[src/rtl/fifo_sum_drain.sv]
// Pops words from a show-ahead FIFO, sums the upper and lower halves of each word,
// and presents each sum through a valid/ready handshake.
// Accepted sums are accumulated into a running total and a saturating result count.
module fifo_sum_drain #(
  parameter int DATA_WIDTH = 32,
  parameter int ACC_WIDTH  = 40
) (
  input  logic                    clk,
  input  logic                    rst,
  input  logic                    enable,
  input  logic                    clear,
  input  logic [DATA_WIDTH-1:0]   fifo_rdata,
  input  logic                    fifo_rempty,
  output logic                    fifo_rinc,
  output logic [DATA_WIDTH/2:0]   res_data,
  output logic                    res_valid,
  input  logic                    res_ready,
  output logic [ACC_WIDTH-1:0]    acc,
  output logic [15:0]             count,
  output logic                    busy
);

  localparam int HALF  = DATA_WIDTH / 2;
  localparam int RES_W = HALF + 1;

  typedef enum logic [1:0] {IDLE, CALC, OUT} state_t;

  state_t                  state_q, state_d;
  logic [DATA_WIDTH-1:0]   operand_q, operand_d;
  logic [RES_W-1:0]        res_data_q, res_data_d;
  logic                    res_valid_q, res_valid_d;
  logic [ACC_WIDTH-1:0]    acc_q, acc_d;
  logic [15:0]             count_q, count_d;
  logic                    pop;
  logic                    handshake;

  // A pop can only coincide with an empty pipeline or with the result leaving OUT,
  // so at most one item is ever in flight.
  assign pop = enable && !fifo_rempty && !rst &&
               ((state_q == IDLE) || ((state_q == OUT) && res_ready));
  assign handshake = res_valid_q && res_ready;

  always_comb begin
    state_d     = state_q;
    operand_d   = operand_q;
    res_data_d  = res_data_q;
    res_valid_d = res_valid_q;
    acc_d       = acc_q;
    count_d     = count_q;

    case (state_q)
      IDLE: begin
        if (pop) begin
          operand_d = fifo_rdata;
          state_d   = CALC;
        end
      end
      CALC: begin
        res_data_d  = {1'b0, operand_q[DATA_WIDTH-1:HALF]} + {1'b0, operand_q[HALF-1:0]};
        res_valid_d = 1'b1;
        state_d     = OUT;
      end
      OUT: begin
        if (handshake) begin
          res_valid_d = 1'b0;
          if (pop) begin
            operand_d = fifo_rdata;
            state_d   = CALC;
          end else begin
            state_d = IDLE;
          end
        end
      end
      default: state_d = IDLE;
    endcase

    // clear wins over the accumulation of a simultaneously accepted result
    if (clear) begin
      acc_d   = '0;
      count_d = '0;
    end else if (handshake) begin
      acc_d   = acc_q + ACC_WIDTH'(res_data_q);
      count_d = (count_q == 16'hFFFF) ? count_q : count_q + 16'd1;
    end
  end

  always_ff @(posedge clk) begin
    if (rst) begin
      state_q     <= IDLE;
      operand_q   <= '0;
      res_data_q  <= '0;
      res_valid_q <= 1'b0;
      acc_q       <= '0;
      count_q     <= '0;
    end else begin
      state_q     <= state_d;
      operand_q   <= operand_d;
      res_data_q  <= res_data_d;
      res_valid_q <= res_valid_d;
      acc_q       <= acc_d;
      count_q     <= count_d;
    end
  end

  assign fifo_rinc = pop;
  assign res_data  = res_data_q;
  assign res_valid = res_valid_q;
  assign acc       = acc_q;
  assign count     = count_q;
  assign busy      = (state_q != IDLE) && !rst;

endmodule

[config.mk]
export PLATFORM = sky130hd
export DESIGN_NAME = fifo_sum_drain
export DESIGN_NICKNAME = d
export VERILOG_FILES = /design/src/rtl/fifo_sum_drain.sv
export SDC_FILE = /design/constraint.sdc
export NUM_CORES = 1
export LEC_CHECK = 0
export BUFFER_PORTS_ARGS = -buffer_cell sky130_fd_sc_hd__buf_2
export CORE_MARGIN = 4
export CORE_UTILIZATION = 30
export CTS_CLUSTER_DIAMETER = 50
export DETAILED_ROUTE_END_ITERATION = 10
export PLACE_DENSITY = 0.55
export SLEW_MARGIN = 10
export SYNTH_ARGS = -nofsm -noshare
export SYNTH_HDL_FRONTEND = slang
export SYNTH_SLANG_ARGS = --single-unit
[constraint.sdc]
create_clock -name clk -period 3.4 [get_ports clk]
set_input_delay 0.17 -clock clk [delete_from_list [all_inputs] [get_ports clk]]
set_output_delay 0.17 -clock clk [all_outputs]
set_load 0.05 [all_outputs]
==> impl_table.tex <==
\begin{tabular}{lr}
\hline
Metric & Value \\
\hline
\multicolumn{2}{l}{\textbf{Run status}} \\
Run status & finished clean \\
\multicolumn{2}{l}{\textbf{STA}} \\
Unrepaired setup endpoints after global routing & false \\
Final setup TNS & 0 ns \\
Count of final setup violators & 0 \\
Least-Margin Pin Slew & 1.02 ns \\
Worst Clk Skew & 0.00783 ns \\
Portion of the clock cycle consumed by the worst path in the final layout & 85.6\% \\
Final critical path time including I/O delays and setup & 2.91 ns \\
Highest Clock Rate & 0.343 GHz \\
Max Slew Vio Count & 0 \\
Endpoints failing hold & 0 \\
Relative max-transition margin & 32.2\% \\
\multicolumn{2}{l}{\textbf{Setup path}} \\
Family with the most delay on the worst path & compound AO/OA/AOI/OAI gates \\
Setup crit end kind & flop \\
Worst r2r dst & acc[26]\$\_SDFFE\_PP0P\_ \\
Startpoint of the worst register-to-register path & res\_data[0]\$\_SDFFE\_PP0P\_ \\
Slowest library cell on the worst path & sky130\_fd\_sc\_hd\_\_a31oi\_4 \\
Highest fanout seen on the critical path & 22 \\
Nature of the critical path startpoint & flop \\
Setup CP Type & flop to flop \\
Largest stage delay, worst path & 0.53 ns \\
Number of cell instances on the worst register-to-register path & 8 \\
Critical Path AT & 3.14 ns \\
Sequence of cells on the critical path & ha\_1 -> fa\_1 -> a21o\_2 -> a311o\_1 -> a211o\_1 -> a31oi\_4 -> or4\_1 -> a21oi\_1 \\
Crit path buf inv count & 0 \\
Required time reported for the critical path endpoint & 3.63 ns \\
Setup slack on the worst flop-to-flop path & 0.49 ns \\
Origin of the worst setup path & res\_data[0]\$\_SDFFE\_PP0P\_ \\
\multicolumn{2}{l}{\textbf{Final layout}} \\
Number of standard cells in the final layout excluding fillers & 1085 \\
Number of nets in the layout & 894 \\
Total area of multi-input combinational cells & 0.00351 mm2 \\
Post-layout util & 36.5\% \\
P\&R area growth vs syn & 18.4\% \\
Sequential cell area & 0.00216 mm2 \\
Antenna Cells & 0 \\
Fill cell total of the finished layout & 2030 \\
Fraction of final layout cells with drive strength greater than 1 & 18.5\% \\
\multicolumn{2}{l}{\textbf{Min path}} \\
Source of the worst hold timing path & fifo\_rdata[28] \\
Class of the tightest hold or removal check & input pin to flop \\
Capture endpoint of the worst hold path & operand\_q[28]\$\_SDFFE\_PP0P\_ \\
Number of stages on the worst hold path & 3 \\
\multicolumn{2}{l}{\textbf{Place}} \\
I/O Buffers & 113 \\
Gp weighted congestion & 0.775 \\
Placed cell count & 1069 \\
HPWL after detailed placement & 11.7 mm \\
\multicolumn{2}{l}{\textbf{Clocking}} \\
Num CTS Buffers & 9 \\
CTS H-tree depth & 3 \\
Number of post-CTS setup repair buffers & 0 \\
CTS clk-pin slew, worst paths & 0.07 ns \\
Clk Tree Root Cell & sky130\_fd\_sc\_hd\_\_clkbuf\_16 \\
Number of buffers added to fix hold violations after cts & 0 \\
Num Clock Sinks & 108 \\
Clock insertion delay at the later pin of the skew report & 0.35 ns \\
Post-CTS resize count & 0 \\
Clock tree from TritonCTS & built \\
Maximum buffer depth of the clock tree & 2 \\
\multicolumn{2}{l}{\textbf{Synth}} \\
Number of nets produced by synthesis & 795 \\
Count of distinct cell types in the synthesized netlist & 61 \\
Flop and latch count out of synthesis & 108 \\
Synthesized instance count & 721 \\
Leading cell types by total area after synthesis & sky130\_fd\_sc\_hd\_\_dfxtp\_1 37\%, sky130\_fd\_sc\_hd\_\_nand2\_1 9.0\%, sky130\_fd\_sc\_hd\_\_a21oi\_1 8.0\% \\
Compound-gate portion of the synthesized area & 22.2\% \\
EDFF count, synth & 0 \\
Post-synth top cells & 140 x sky130\_fd\_sc\_hd\_\_nand2\_1, 108 x sky130\_fd\_sc\_hd\_\_dfxtp\_1, 93 x sky130\_fd\_sc\_hd\_\_a21oi\_1 \\
Adder and majority cell fraction of the synthesized area & 7.95\% \\
Dominant combinational cell family by area after synthesis & simple AND/OR/NAND/NOR gates \\
Most used standard cell by instance count after synthesis & sky130\_fd\_sc\_hd\_\_nand2\_1 \\
Mean post-synth cell area & 8.12 um2 \\
Main synth FF type & sky130\_fd\_sc\_hd\_\_dfxtp\_1 \\
Yosys Warn Count & 0 \\
Leading area contributor after synthesis & sky130\_fd\_sc\_hd\_\_dfxtp\_1 \\
Multiplexer fraction of the synthesized cell area & 2.22\% \\
Area of the mapped netlist & 0.00585 mm2 \\
Share of flip-flops with an asynchronous set or reset after synthesis & 0\% \\
Seq/Total Area, Yosys & 36.9\% \\
Simple-gate share of the synthesized area & 23.1\% \\
Xor-xnor portion of the synthesized cell area & 4.49\% \\
Fraction of synthesized cell area taken by the top area cell type & 36.9\% \\
\multicolumn{2}{l}{\textbf{Detailed routing}} \\
Detailed-route via count & 5380 \\
Vias per std cell & 4.96 \\
Total wire length & 15.9 mm \\
Count of routing violations after the opening detailed-route iteration & 311 \\
Antenna Nets Post-Route & 0 \\
Iteration count of the initial detailed-routing pass & 4 \\
Remaining design rule violation count & 0 \\
Wire length per cell & 14.7 um \\
\multicolumn{2}{l}{\textbf{Floorplanning}} \\
Initial core utilization & 30.9\% \\
Floorplan core area & 0.0190 mm2 \\
Width of the chip & 148 um \\
Number of top-level pins & 114 \\
Full die area & 0.0218 mm2 \\
Standard-cell row count & 50 \\
Die boundary height & 148 um \\
\multicolumn{2}{l}{\textbf{Power}} \\
Internal power contribution & 1860 uW \\
Power density cells & 355 mW/mm2 \\
Static leakage & 0.00292 uW \\
Switching Power & 601 uW \\
Worst VDD drop & 0.215 mV \\
Clk network pwr share & 39.7\% \\
Switching portion of total power & 24.4\% \\
Sequential Power Share & 52.8\% \\
Share of total power in combinational logic & 7.5\% \\
\multicolumn{2}{l}{\textbf{GRT}} \\
Global-route wire length before repair & 25.7 mm \\
Initial antenna violation count & 0 \\
Maximum number of pins on one net before global-route repair & 65 \\
Overall routing resource usage & 14.4\% \\
Number of global-route vias before repair & 4960 \\
GRT overflow & 0 \\
Met3 capacity usage during global routing & 3.62\% \\
Met2 GRT Util & 22.9\% \\
GRT busiest layer & met2 \\
GR met1 Demand/Resource & 20.0\% \\
\multicolumn{2}{l}{\textbf{Flow run}} \\
Number of max-cap violations & 0 \\
\hline
\end{tabular}
-- worst register-to-register path: cells and delay by family (launching register included) --
family	cells	cell delay [ns]
AO/OA/AOI/OAI	5	1.61
adder cells (fa/ha/maj)	2	0.65
flip-flops	1	0.33
AND/OR/NAND/NOR	1	0.21
-- sequential cells by signal (all words and copies together) (netlist names) --
signal	cells
acc	40
operand_q	32
count	16
res_data	17
res_valid	1
state_q	2
-- placed cells by master (no fill, tap or decap), types with 14 or more instances in the layout --
master,instances
sky130_fd_sc_hd__a21o_1,15
sky130_fd_sc_hd__ha_1,34
sky130_fd_sc_hd__nor2_1,34
sky130_fd_sc_hd__nand2_1,140
sky130_fd_sc_hd__nand3_1,19
sky130_fd_sc_hd__o21ai_1,14
sky130_fd_sc_hd__or3_1,23
sky130_fd_sc_hd__a21oi_1,93
sky130_fd_sc_hd__o21ai_0,20
sky130_fd_sc_hd__dfxtp_1,108
sky130_fd_sc_hd__nand4_1,14
sky130_fd_sc_hd__buf_2,113
sky130_fd_sc_hd__xnor2_1,21
-- through the flow --
stage               hold WS (ns)  instance area (um2)  power, uW  setup slack [ns]
floorplan                  0.306                 5850       1450             0.633
global placement           0.414                 6660       1510             0.538
detailed placement         0.418                 6660       1510             0.482
CTS                       0.0405                 6930       2510             0.473
global route              0.0382                 6930       2580             0.319
finish                    0.0583                 6930       2460             0.489
-- metal layers --
| metal | part of all wire, % | vias to the layer above |
|---|---|---|
| met5 | 0 | - |
| met4 | 0.81 | 0 |
| met3 | 5.9 | 9 |
| met2 | 44 | 123 |
| met1 | 49 | 2445 |
| li1 | - | 2803 |
-- final cells by class --
| type | count | area share (%) |
|---|---|---|
| clock buffer | 12 | 3.56 |
| tap | 260 | 4.70 |
| inverter | 11 | 0.596 |
| sequential | 108 | 31.2 |
| clock inverter | 4 | 0.361 |
| timing repair buffer | 120 | 8.92 |
| multi-input combinational | 570 | 50.7 |
-- power by group through the flow --
stage,registers [uW],logic [uW],clock network (uW)
after CTS,1300,186,1020
after global routing,1300,207,1070
after floorplan,1340,108,0
final,1300,185,976
after detailed placement,1330,185,0
after global placement,1330,186,0
-- kinds of logic after synthesis --
family                   count (synthesis)
AO/OA/AOI/OAI                          205
buffers and inverters                   43
adder cells (fa/ha/maj)                 36
flip-flops                             108
multiplexers                            13
XOR/XNOR                                30
AND/OR/NAND/NOR                        286
-- worst max-delay path by stage --
stage                            to  slack, ns  depth (start not counted)
4_1_cts        acc[32]$_SDFFE_PP0P_       0.47                          8
3_5_place_dp   acc[26]$_SDFFE_PP0P_       0.48                          8
3_3_place_gp   acc[26]$_SDFFE_PP0P_       0.54                          8
5_1_grt        acc[26]$_SDFFE_PP0P_       0.32                          8
6_report       acc[26]$_SDFFE_PP0P_       0.49                          8
2_1_floorplan  acc[32]$_SDFFE_PP0P_       0.63                          9
No activity file was read; power rests on OpenSTA's default activity.
